## src/rtl/serial_adder_scheduler.sv

```systemverilog
// Round-robin front end for a single shared bit-serial adder: arbitrates N
// requesters, sequences the core through load/run, and returns sum/carry.
module serial_adder_scheduler #(
  parameter int unsigned N   = 4,
  parameter int unsigned W   = 8,
  parameter int unsigned LAT = 8
) (
  input  logic           clk,
  input  logic           rst,
  input  logic [N-1:0]   req,
  input  logic [N*W-1:0] a_in,
  input  logic [N*W-1:0] b_in,
  output logic [N-1:0]   grant,
  output logic           busy,
  output logic           done,
  output logic [W-1:0]   sum,
  output logic           cout,
  output logic           add_rst,
  output logic           add_mode,
  output logic [W-1:0]   add_a,
  output logic [W-1:0]   add_b,
  input  logic [W-1:0]   add_ans,
  input  logic           add_carry
);

  localparam int unsigned PW = (N > 1) ? $clog2(N) : 1;
  localparam int unsigned CW = (LAT > 1) ? $clog2(LAT) : 1;

  typedef enum logic [1:0] {IDLE, LOAD, RUN, DONE} state_t;

  state_t          state_q, state_d;
  logic [N-1:0]    grant_q, grant_d;
  logic            busy_q, busy_d;
  logic            done_q, done_d;
  logic [W-1:0]    sum_q, sum_d;
  logic            cout_q, cout_d;
  logic            add_rst_q, add_rst_d;
  logic            add_mode_q, add_mode_d;
  logic [W-1:0]    add_a_q, add_a_d;
  logic [W-1:0]    add_b_q, add_b_d;
  logic [CW-1:0]   cnt_q, cnt_d;
  logic [PW-1:0]   ptr_q, ptr_d;
  logic [PW-1:0]   win_q, win_d;

  logic [PW-1:0]   pick_idx;
  logic [PW-1:0]   scan_idx;
  logic            found;

  // Scan starting at the rotation pointer; first hit wins.
  always_comb begin
    pick_idx = '0;
    scan_idx = '0;
    found    = 1'b0;
    for (int unsigned k = 0; k < N; k++) begin
      scan_idx = PW'((32'(ptr_q) + k) % N);
      if (!found && req[scan_idx]) begin
        found    = 1'b1;
        pick_idx = scan_idx;
      end
    end
  end

  always_comb begin
    state_d    = state_q;
    grant_d    = grant_q;
    busy_d     = busy_q;
    done_d     = 1'b0;
    sum_d      = sum_q;
    cout_d     = cout_q;
    add_rst_d  = 1'b0;
    add_mode_d = add_mode_q;
    add_a_d    = add_a_q;
    add_b_d    = add_b_q;
    cnt_d      = cnt_q;
    ptr_d      = ptr_q;
    win_d      = win_q;
    unique case (state_q)
      IDLE: begin
        add_mode_d = 1'b0;
        if (found) begin
          state_d           = LOAD;
          win_d             = pick_idx;
          grant_d           = '0;
          grant_d[pick_idx] = 1'b1;
          add_a_d           = a_in[pick_idx*W +: W];
          add_b_d           = b_in[pick_idx*W +: W];
          add_rst_d         = 1'b1;
          add_mode_d        = 1'b1;
          cnt_d             = '0;
          busy_d            = 1'b1;
        end
      end
      LOAD: begin
        state_d    = RUN;
        add_mode_d = 1'b1;
      end
      RUN: begin
        if (cnt_q == CW'(LAT - 1)) begin
          sum_d      = add_ans;
          cout_d     = add_carry;
          state_d    = DONE;
          done_d     = 1'b1;
          add_mode_d = 1'b0;
        end else begin
          cnt_d = cnt_q + CW'(1);
        end
      end
      DONE: begin
        state_d = IDLE;
        grant_d = '0;
        busy_d  = 1'b0;
        ptr_d   = (win_q == PW'(N - 1)) ? '0 : win_q + PW'(1);
      end
      default: state_d = IDLE;
    endcase
  end

  always_ff @(posedge clk) begin
    if (rst) begin
      state_q    <= IDLE;
      grant_q    <= '0;
      busy_q     <= 1'b0;
      done_q     <= 1'b0;
      sum_q      <= '0;
      cout_q     <= 1'b0;
      add_rst_q  <= 1'b1;
      add_mode_q <= 1'b0;
      add_a_q    <= '0;
      add_b_q    <= '0;
      cnt_q      <= '0;
      ptr_q      <= '0;
      win_q      <= '0;
    end else begin
      state_q    <= state_d;
      grant_q    <= grant_d;
      busy_q     <= busy_d;
      done_q     <= done_d;
      sum_q      <= sum_d;
      cout_q     <= cout_d;
      add_rst_q  <= add_rst_d;
      add_mode_q <= add_mode_d;
      add_a_q    <= add_a_d;
      add_b_q    <= add_b_d;
      cnt_q      <= cnt_d;
      ptr_q      <= ptr_d;
      win_q      <= win_d;
    end
  end

  assign grant    = grant_q;
  assign busy     = busy_q;
  assign done     = done_q;
  assign sum      = sum_q;
  assign cout     = cout_q;
  assign add_rst  = add_rst_q;
  assign add_mode = add_mode_q;
  assign add_a    = add_a_q;
  assign add_b    = add_b_q;

endmodule

```

## config.mk

```make
export PLATFORM = sky130hd
export DESIGN_NAME = serial_adder_scheduler
export DESIGN_NICKNAME = d
export VERILOG_FILES = /design/src/rtl/serial_adder_scheduler.sv
export SDC_FILE = /design/constraint.sdc
export NUM_CORES = 1
export LEC_CHECK = 0
export BUFFER_PORTS_ARGS = -buffer_cell sky130_fd_sc_hd__buf_2
export CAP_MARGIN = 20
export CORE_ASPECT_RATIO = 1.75
export CORE_MARGIN = 5
export CORE_UTILIZATION = 46
export DETAILED_ROUTE_END_ITERATION = 12
export PLACE_DENSITY = 0.79
export SLEW_MARGIN = 10
export SYNTH_ARGS = -nofsm -noshare
export SYNTH_HDL_FRONTEND = slang
export SYNTH_SLANG_ARGS = --single-unit
export TNS_END_PERCENT = 5
```

## constraint.sdc

```tcl
create_clock -name clk -period 3.9 [get_ports clk]
set_input_delay 0.195 -clock clk [delete_from_list [all_inputs] [get_ports clk]]
set_output_delay 0.195 -clock clk [all_outputs]
set_load 0.01 [all_outputs]
```

==> metrics <==
Pwr Total=approximately 1.4 mW; most frequent cells in the layout=buf_2, nand2_1, dfxtp_1; largest family of logic cells by synthesized area=simple AND/OR/NAND/NOR gates; CTS Hold Buffers Added=0; Fmax=0.433 GHz; min-delay worst type=input pin to register; Placed Cells=about 420; Max-Cap Viols=0; GPL Wtd Cong=a little over 0.8; WP data arrival=approximately 2.5 ns; r2r startpoint=state_q[0]; initial core utilization=0.474; Mean Syn Cell Area=between 8 and 9 µm²; WHS=around 0.14 ns; worst-margin pin slew=1.01 ns; top_reg_cell synth=dfxtp_1; fin crit period=between 2 and 2.5 ns; Row Count=34; WP data required=~4 ns; area grow syn2layout=25.5%; clock skew=around 0.0037 ns; Final Hold Violating Endpoints=0; commonest non-fill, non-tap cell in the layout=buf_2; Setup crit end kind=register; Static Leak=1.32 nW; drt pass-1 iters=4; slew margin rel.=0.319; Mapped Cells=275; nets@finish=between 400 and 500; final setup fails=0; Critical path origin=state_q[0]; Mapped Area=2360 µm²; Routed Antenna Nets=0; initial antenna violation count=0; R2R setup slack=about 1.6 ns; sequential area share after synthesis=0.356; maximum vdd drop=about 0.0004 V; Pwr Density=between 400 and 500 nW/µm²; post-synthesis xor/xnor area fraction=0; vias in the first global route=between 2000 and 2500; Place WS=1.58 ns; CORE AREA=roughly 5000 µm²; DIE AREA=6720 µm²; WL final=6410 µm; Routed WL per cell=roughly 15 µm; die span in x=64.1 µm; IO buf count=between 100 and 150; CTS Buf Count=5; post-CTS setup repair buffer count=0; hold path start=add_ans[4]; synth unique cells=38; routed via count=around 2400; Yosys reg bits=42; H-Tree Depth=2; Post-route DRC=0; Net Count, Synth=362; CTS tree=yes; post-synthesis simple-gate area fraction=0.235; Synth Warn #=0; category of the worst setup path launch point=register; clock-pin slew on the worst setup and hold paths=0.08 ns; I/O pin total=~110; Synth Area in Compound Gates=0.221; Post-synth EDFFs=0; Worst Path Max Fanout=22; clk root buf=clkbuf_8; Final Max Tran Viols=0; Resized Gates After CTS=0; die height=between 100 and 150 µm; initial DRC count=84; Final period util=0.592; vias per cell=approximately 5.5; GRT Overall Usage=0.182; multiplexer area fraction after synthesis=0.0891; fin cells=roughly 430; dpl hpwl=roughly 5100 µm; outcome=finished, final reports clean; async set-reset flop share out of synthesis=0; gr ovfl total=0; share of cells above drive strength 1=0.355; first-pass GRT wire length=about 10000 µm; Crit Path Class=register to register; Worst-Skew Late Latency=between 0.2 and 0.3 ns; Clock Path Buffers=2; fill count=roughly 460; TNS Setup=0 ns; Synth Area in Adders=0.0424; ant diodes=0; final worst slack=~1.6 ns; clk sink count=42; RSZ-0062 raised after global routing=false; largest net degree at the start of global routing=28
critical path, cell delays in order (launching register included):
cell	delay, ns
dfxtp_1	0.35
inv_1	0.11
ha_1	0.31
nand2_1	0.51
nor2_1	0.29
nand2_1	0.35
o221ai_2	0.29
through the flow:
stage / util / instance area, µm²
global placement: 0.576 / 2870
floorplan: - / 2360
global route: 0.595 / 2960
detailed placement: 0.576 / 2870
finish: 0.595 / 2960
CTS: 0.595 / 2960
kinds of logic after synthesis:
kind of cell / after synthesis
flip-flops: 42
multiplexers: 21
buffers and inverters: 21
AO/OA/AOI/OAI: 72
adder cells (fa/ha/maj): 8
AND/OR/NAND/NOR: 111
per-layer routing:
metal  up-vias  track usage  share of wire
li1       1202            -              -
met1      1061        0.184           0.37
met2        86        0.343           0.52
met3         8       0.0569          0.094
met4         0       0.0539          0.016
met5         -            0              0
sequential cells by signal, summed over array words and instances (netlist names), 2 cells and up:
name,cells
add_a,8
sum,8
win_q,2
cnt_q,3
add_b,8
grant,4
ptr_q,2
state_q,2
synthesized netlist by cell type (2+ instances only):
master / n / area, µm²
buf_2: 3 / 15.0
nor3_1: 2 / 10.0
or4_1: 4 / 30.0
o21ai_1: 3 / 15.0
clkbuf_1: 9 / 33.8
and2b_4: 2 / 20.0
o2bb2ai_1: 2 / 17.5
o21ai_0: 13 / 65.1
buf_6: 3 / 33.8
a32oi_1: 7 / 61.3
a21oi_1: 25 / 125
nand3_1: 25 / 125
ha_1: 8 / 100
nor2b_1: 3 / 18.8
dfxtp_1: 42 / 841
o21a_1: 7 / 52.6
and2_1: 4 / 25.0
inv_1: 3 / 11.3
nand4_1: 2 / 12.5
nor2_1: 16 / 60.1
o221ai_2: 9 / 135
mux2i_1: 21 / 210
nand2_1: 47 / 176
final cells by class:
cell class | instances | area (µm²) | area share
multi-input combinational | 212 | 1390 | 0.468
clock inverter | 2 | 12.5 | 0.00423
sequential | 42 | 841 | 0.284
tap | 54 | 67.6 | 0.0228
clock buffer | 6 | 82.6 | 0.0279
timing repair buffer | 111 | 556 | 0.188
inverter | 4 | 15.0 | 0.00507
final timing paths:
kind	end	depth (start not counted)
max	add_b[3]	6
min	sum[4]	3
max reg2reg	add_b[3]	6
min reg2reg	sum[5]	2
power by group:
group | total (mW) | switching, mW | internal (mW) | leakage (nW)
combinational | 0.586 | 0.347 | 0.239 | 0.925
clock | 0.293 | 0.151 | 0.142 | 0.0472
sequential | 0.566 | 0.0525 | 0.513 | 0.344
total | 1.45 | 0.551 | 0.895 | 1.32
No activity file was read; power rests on OpenSTA's default activity.
